### config.mk
export PLATFORM = sky130hd
export DESIGN_NAME = time_uart_reporter
export DESIGN_NICKNAME = d
export VERILOG_FILES = /design/src/rtl/time_uart_reporter.sv
export SDC_FILE = /design/constraint.sdc
export NUM_CORES = 1
export LEC_CHECK = 0
export CAP_MARGIN = 20
export CORE_UTILIZATION = 30
export CTS_CLUSTER_DIAMETER = 40
export DETAILED_ROUTE_END_ITERATION = 16
export GPL_TIMING_DRIVEN = 1
export SYNTH_ARGS = -nofsm -noshare
export SYNTH_HDL_FRONTEND = slang
export SYNTH_SLANG_ARGS = --single-unit
### constraint.sdc
create_clock -name clk -period 4.6 [get_ports clk]
set_input_delay 0.69 -clock clk [delete_from_list [all_inputs] [get_ports clk]]
set_output_delay 0.69 -clock clk [all_outputs]
set_load 0.05 [all_outputs]
### src/rtl/time_uart_reporter.sv
// Sends the snapshotted watch time as "HH:MM:SS.CC\r\n" over an 8N1 UART line.
// One frame per accepted request; requests arriving while busy are dropped.
module time_uart_reporter #(
    parameter int CLK_FREQ = 100_000_000,
    parameter int BAUD     = 9600
) (
    input  logic       clk,
    input  logic       reset,
    input  logic       send,
    input  logic       auto_en,
    input  logic       tick_1s,
    input  logic [3:0] digit_hour_10,
    input  logic [3:0] digit_hour_1,
    input  logic [3:0] digit_min_10,
    input  logic [3:0] digit_min_1,
    input  logic [3:0] digit_sec_10,
    input  logic [3:0] digit_sec_1,
    input  logic [3:0] digit_msec_10,
    input  logic [3:0] digit_msec_1,
    output logic       tx,
    output logic       busy,
    output logic       done
);

    localparam int DIV         = CLK_FREQ / BAUD;
    localparam int CNT_W       = (DIV > 1) ? $clog2(DIV) : 1;
    localparam int NUM_DIGITS  = 8;
    localparam logic [CNT_W-1:0] CNT_LAST  = CNT_W'(DIV - 1);
    localparam logic [3:0]       BYTE_LAST = 4'd12;

    typedef enum logic [1:0] {
        S_IDLE,
        S_START,
        S_DATA,
        S_STOP
    } state_t;

    state_t           state_reg;
    logic [CNT_W-1:0] cnt_reg;
    logic [2:0]       bit_idx_reg;
    logic [3:0]       byte_idx_reg;
    logic             tx_reg;
    logic             busy_reg;
    logic             done_reg;

    logic [3:0] digit_in   [NUM_DIGITS];
    logic [3:0] snap_reg   [NUM_DIGITS];
    logic [7:0] digit_char [NUM_DIGITS];

    logic       req;
    logic       accept;
    logic       cnt_last;
    logic [2:0] bit_next;
    logic [7:0] cur_byte;

    assign digit_in[0] = digit_hour_10;
    assign digit_in[1] = digit_hour_1;
    assign digit_in[2] = digit_min_10;
    assign digit_in[3] = digit_min_1;
    assign digit_in[4] = digit_sec_10;
    assign digit_in[5] = digit_sec_1;
    assign digit_in[6] = digit_msec_10;
    assign digit_in[7] = digit_msec_1;

    assign req      = send | (auto_en & tick_1s);
    assign accept   = (state_reg == S_IDLE) & req;
    assign cnt_last = (cnt_reg == CNT_LAST);
    assign bit_next = bit_idx_reg + 3'd1;

    // Digits are frozen at accept so a frame always shows one consistent time.
    generate
        for (genvar gi = 0; gi < NUM_DIGITS; gi++) begin : g_digit
            always_ff @(posedge clk) begin
                if (reset) begin
                    snap_reg[gi] <= 4'd0;
                end else if (accept) begin
                    snap_reg[gi] <= digit_in[gi];
                end
            end

            assign digit_char[gi] = (snap_reg[gi] <= 4'd9)
                                    ? (8'h30 + {4'h0, snap_reg[gi]})
                                    : 8'h3F;
        end
    endgenerate

    always_comb begin
        cur_byte = 8'h0A;
        case (byte_idx_reg)
            4'd0:    cur_byte = digit_char[0];
            4'd1:    cur_byte = digit_char[1];
            4'd2:    cur_byte = 8'h3A;
            4'd3:    cur_byte = digit_char[2];
            4'd4:    cur_byte = digit_char[3];
            4'd5:    cur_byte = 8'h3A;
            4'd6:    cur_byte = digit_char[4];
            4'd7:    cur_byte = digit_char[5];
            4'd8:    cur_byte = 8'h2E;
            4'd9:    cur_byte = digit_char[6];
            4'd10:   cur_byte = digit_char[7];
            4'd11:   cur_byte = 8'h0D;
            default: cur_byte = 8'h0A;
        endcase
    end

    // tx is registered and loaded one state ahead, so each bit starts on the
    // same edge as the state that owns it.
    always_ff @(posedge clk) begin
        if (reset) begin
            state_reg    <= S_IDLE;
            cnt_reg      <= '0;
            bit_idx_reg  <= 3'd0;
            byte_idx_reg <= 4'd0;
            tx_reg       <= 1'b1;
            busy_reg     <= 1'b0;
            done_reg     <= 1'b0;
        end else begin
            done_reg <= 1'b0;
            case (state_reg)
                S_IDLE: begin
                    tx_reg   <= 1'b1;
                    busy_reg <= 1'b0;
                    if (req) begin
                        state_reg    <= S_START;
                        cnt_reg      <= '0;
                        bit_idx_reg  <= 3'd0;
                        byte_idx_reg <= 4'd0;
                        tx_reg       <= 1'b0;
                        busy_reg     <= 1'b1;
                    end
                end

                S_START: begin
                    if (cnt_last) begin
                        state_reg   <= S_DATA;
                        cnt_reg     <= '0;
                        bit_idx_reg <= 3'd0;
                        tx_reg      <= cur_byte[0];
                    end else begin
                        cnt_reg <= cnt_reg + 1'b1;
                    end
                end

                S_DATA: begin
                    if (cnt_last) begin
                        cnt_reg <= '0;
                        if (bit_idx_reg == 3'd7) begin
                            state_reg <= S_STOP;
                            tx_reg    <= 1'b1;
                        end else begin
                            bit_idx_reg <= bit_next;
                            tx_reg      <= cur_byte[bit_next];
                        end
                    end else begin
                        cnt_reg <= cnt_reg + 1'b1;
                    end
                end

                S_STOP: begin
                    if (cnt_last) begin
                        cnt_reg <= '0;
                        if (byte_idx_reg < BYTE_LAST) begin
                            byte_idx_reg <= byte_idx_reg + 4'd1;
                            state_reg    <= S_START;
                            tx_reg       <= 1'b0;
                        end else begin
                            state_reg <= S_IDLE;
                            tx_reg    <= 1'b1;
                            busy_reg  <= 1'b0;
                            done_reg  <= 1'b1;
                        end
                    end else begin
                        cnt_reg <= cnt_reg + 1'b1;
                    end
                end

                default: begin
                    state_reg <= S_IDLE;
                    cnt_reg   <= '0;
                    tx_reg    <= 1'b1;
                    busy_reg  <= 1'b0;
                end
            endcase
        end
    end

    assign tx   = tx_reg;
    assign busy = busy_reg;
    assign done = done_reg;

endmodule
# == After elaboration in Yosys (flattened, before gate mapping) ==
# Memory sizes are Yosys's and may differ from the RTL's.
# Cells that the tools add are included.
# word_totals
mem_bits_rw,32
output_inout_bits,3
latch_bits,0
romBits,0
register_bits,26
memories,1
input_bits,37
# op_classes
div_mod_pow,0
reduce_logical,12
shift,0
n_addsub,11
mux,54
n_lt_le_gt_ge,10
eq_ne,24
bitwise,13
n_mul,0
# memory_table
memory,depth,width,rd,rd_clocked_by_memory_dff,write_ports,line,text
snap_reg,8,4,8,0,8,47,logic [3:0] snap_reg [NUM_DIGITS];
# op_table
op,count
$pmux W7 S11,1
$add A6 B4 Y7 const A,8
$mux W7,8
$mux W4,11
$le A4 B4 Y1 const B,8
$mux W14,2
$pmux W14 S2,1
$eq A4 B3 Y1 const B,4
$eq A4 B4 Y1 const B,4
$mux W1,16
$ne A2 B2 Y1 const B,8
$add A14 B1 Y14 const B,1
$eq A14 B14 Y1 const B,1
$mux W3,4
$mux W2,5
$reduce_and A5 Y1,2
$or A1 B1 Y1,9
$pmux W3 S3,1
$eq A4 B2 Y1 const B,2
$pmux W2 S4,1
$pmux W4 S2,1
$reduce_and A3 Y1,2
$reduce_or A3 Y1,2
$add A4 B1 Y4 const B,1
other kinds (18),21

# == Logic depth before layout (Yosys ltp) ==
# An unclocked memory read counts as a cell.
# depth
depth_word,9
ltp_mapped,9
mapped_depth_nobuf,8

# == Worst setup path after synthesis ==
# OpenSTA, ideal clock, no wires.
# synth_path
path_type,register -> register
from,register cnt_reg[6]
to,register tx_reg (netlist: tx)
setup_time_ps,124
path_stages_with_launch,7
t_arrival_ps,2052
path_buffers,0
setup_slack_ps,2424
cell_sequence,dfxtp_1 > or4b_4 > nor4_4 > nor2_2 > or4_4 > o32ai_2 > a21oi_1
# synth_via
elab_chain_len,3
word_cells_on_any_way,5
# synth_rtl
item,line,text
"start, declared",39,logic [CNT_W-1:0] cnt_reg;
"start signal, assigned",140,cnt_reg <= cnt_reg + 1'b1;
"start signal, assigned",155,cnt_reg <= cnt_reg + 1'b1;
"start signal, assigned",173,cnt_reg <= cnt_reg + 1'b1;
$eq A14 B14 Y1 (*),67,assign cnt_last = (cnt_reg == CNT_LAST);
$ne A2 B2 Y1 (no line),n/a,
$reduce_and A3 Y1 (no line) (*),n/a,
"end signal, assigned",138,tx_reg <= cur_byte[0];
"end signal, assigned",152,tx_reg <= cur_byte[bit_next];
"end, declared",42,logic tx_reg;
# Every way passes the cells marked *; elsewhere a longest branch is shown, timed or not.
# A chain may end at the register's enable or synchronous reset.

# == Final worst setup path ==
# Same ends and word-level chain as after synthesis.

==> reports/results.tsv <==
stage	metric	value	unit
sta	hold_viol	0	
sta	rsz0062_at_grt	no	
worst_setup_path	path_class	reg -> reg	
grt	overflow	0	
final_layout	fillerInstances	989	
final_layout	n_antenna_cell	0	
sta	finalCritPeriodShare	52.7	%
clocking	tritoncts	built	
yosys	synthArstFlopShare	0	%
sta	fmax	0.412	GHz
final_layout	num-nets-final	408	
die	io_pins	40	
yosys	ys.flop_type	edfxtp_1	
placement	dp.cells	481	
placement	dp_slack	2.06	ns
sta	relSlewSlack	54.9	%
yosys	ys_warn_count	0	
yosys	ys_types	50	
die	die_width	103	um
worst_setup_path	crit_fanout	7	
die	design.die.area	0.0107	mm2
clocking	cts_resized	0	
route	ant_nets	0	
grt	grt_pass1_wl	10700	um
worst_setup_path	arrival	2.64	ns
run	maxCapViolCount	0	
power	ir_drop	0.179	mV
power	power_density	450	mW/mm2
route	vias	2423	
worst_setup_path	endpoint_kind	register	
worst_setup_path	required	4.81	ns
yosys	netlist_area	0.00308	mm2
placement	place_congestion	0.828	
yosys	syn-instance-count	318	
power	p_leak	1.38	nW
yosys	syn_area_per_cell	9.70	um2
route	wl	6370	um
sta	setup_slack	2.17	ns
sta	max_slew.worst_pin.slew	0.676	ns
clocking	cts_num_sinks	58	
status	status	complete, no violations	
die	die_h	103	um
die	std_cell_rows	36	
sta	drv_slew	0	
hold_path	hold_class	reg -> reg	
yosys	yosysSeqAreaShare	48.0	%
final_layout	mostFrequentLayoutCells	a21oi_1 (39), clkdlybuf4s50_1 (39), and2_1 (34), edfxtp_1 (32), nor2_1 (28)	
placement	io_buffers	39	
route	drc	0	
placement	hpwl	4630	um
route	first_pass_iters	4	
yosys	synth_edf_count	32	
sta	layout_min_cycle_time	2.43	ns
worst_setup_path	cp-start-kind	register	
final_layout	syn_to_final_growth	24.5	%
clocking	cts_root_buf	clkbuf_8	
clocking	clk_latency	0.34	ns
grt	groute.usage.overall	13.1	%
final_layout	drive_above_1_share	7.14	%
grt	grt_max_degree	33	
clocking	cts_buffer_depth	2	
clocking	htreeDepth	3	
grt	antenna_found_initial	0	
clocking	cts_made_buffers	9	
die	core-area	0.00986	mm2
route	drtIter0Drc	99	
sta	setup_tns	0	ns
die	initial_core_util	31.3	%
power	fin_total_pwr	1.73	mW
route	via_per_inst	4.88	
yosys	synth.net_count	367	
route	wl_per_cell	12.8	um
final_layout	final_cells	497	
final_layout	largest_register_ffs	32	
grt	grt_pass1_vias	2290	
sta	setup_viol	0	
clocking	ctsHoldBuffers	0	
clocking	clk_pin_slew	0.08	ns
sta	clock_skew	0.0132	ns
clocking	postCtsSetupBuffers	0	
yosys	yosys_register_bits	58	
worst paths after layout:
path	from	endpoint	slack (ns)	cells past startpoint
worst max register to register	cnt_reg[6]$_SDFFE_PP0P_	tx$_SDFFE_PP1P_	2.17	6
worst min-delay path	cnt_reg[1]$_SDFFE_PP0P_	cnt_reg[1]$_SDFFE_PP0P_	0.48	2
worst min register to register	cnt_reg[1]$_SDFFE_PP0P_	cnt_reg[1]$_SDFFE_PP0P_	0.48	2
worst max-delay path	cnt_reg[6]$_SDFFE_PP0P_	tx$_SDFFE_PP1P_	2.17	6
area by class of cell:
cell class / instances / area, um2 / share of cell area [%]
clock inverter: 7 / 103 / 2.67
multi-input combinational: 239 / 1520 / 39.7
tap: 133 / 166 / 4.33
sequential: 58 / 1480 / 38.6
clock buffer: 9 / 124 / 3.22
timing repair buffer: 41 / 405 / 10.6
inverter: 10 / 37.5 / 0.977
per-stage QoR:
step                hold WS [ns]  cell area [um2]  utilization, %
floorplan                  0.449             3080               -
global placement           0.456             3610            36.6
detailed placement         0.473             3610            36.6
CTS                        0.482             3840            38.9
global route               0.502             3840            38.9
finish                     0.481             3840            38.9
critical path: stages (launching register included):
cell and delay, ns:
dfxtp_1 0.36, or4b_4 0.54, nor4_4 0.49, nor2_2 0.12
or4_4 0.51, o32ai_2 0.22, a21oi_1 0.07
cell usage after synthesis (all sizes together), types with 2 or more instances:
cell / number / area [um2]
nand4: 4 / 25.0
nand3: 2 / 10.0
mux2i: 3 / 30.0
xor2: 9 / 78.8
or3: 3 / 18.8
o21bai: 2 / 15.0
nand3b: 7 / 52.6
a211oi: 3 / 22.5
nor4: 3 / 33.8
nor3b: 2 / 15.0
nor2b: 5 / 31.3
o21a: 2 / 15.0
a21oi: 39 / 195
o21ai: 15 / 75.1
inv: 10 / 37.5
edfxtp: 32 / 961
and3: 5 / 31.3
xnor2: 2 / 17.5
ha: 12 / 150
nand2: 18 / 67.6
nor3: 7 / 35.0
nor2: 29 / 111
nand2b: 5 / 31.3
clkbuf: 11 / 41.3
and2: 34 / 213
o22ai: 6 / 37.5
dfxtp: 26 / 521
a221oi: 2 / 17.5
report_power, final:
part           total [mW]  internal [mW]  switching [mW]
Sequential          0.745          0.673          0.0713
Clock               0.529          0.309           0.220
Combinational       0.457          0.197           0.260
logic make-up after synthesis:
group	count (synthesis)	share of synthesized area, %
AO/OA/AOI/OAI	81	15.8
XOR/XNOR	11	3.12
adder cells (fa/ha/maj)	12	4.87
buffers and inverters	21	2.56
flip-flops	58	48.0
multiplexers	4	1.34
AND/OR/NAND/NOR	131	24.3
metal layers:
| metal | part of all wire, % | GRT usage [%] | wire length, um | vias to the layer above |
|---|---|---|---|---|
| met5 | 0 | 0 | 0 | - |
| met4 | 1.7 | 5.74 | 111 | 0 |
| met3 | 3.8 | 3.23 | 239 | 12 |
| met2 | 48 | 21.4 | 3040 | 50 |
| met1 | 47 | 16.3 | 2980 | 1126 |
| li1 | - | - | - | 1235 |
Note: power is estimated with default switching activity, not from simulation.
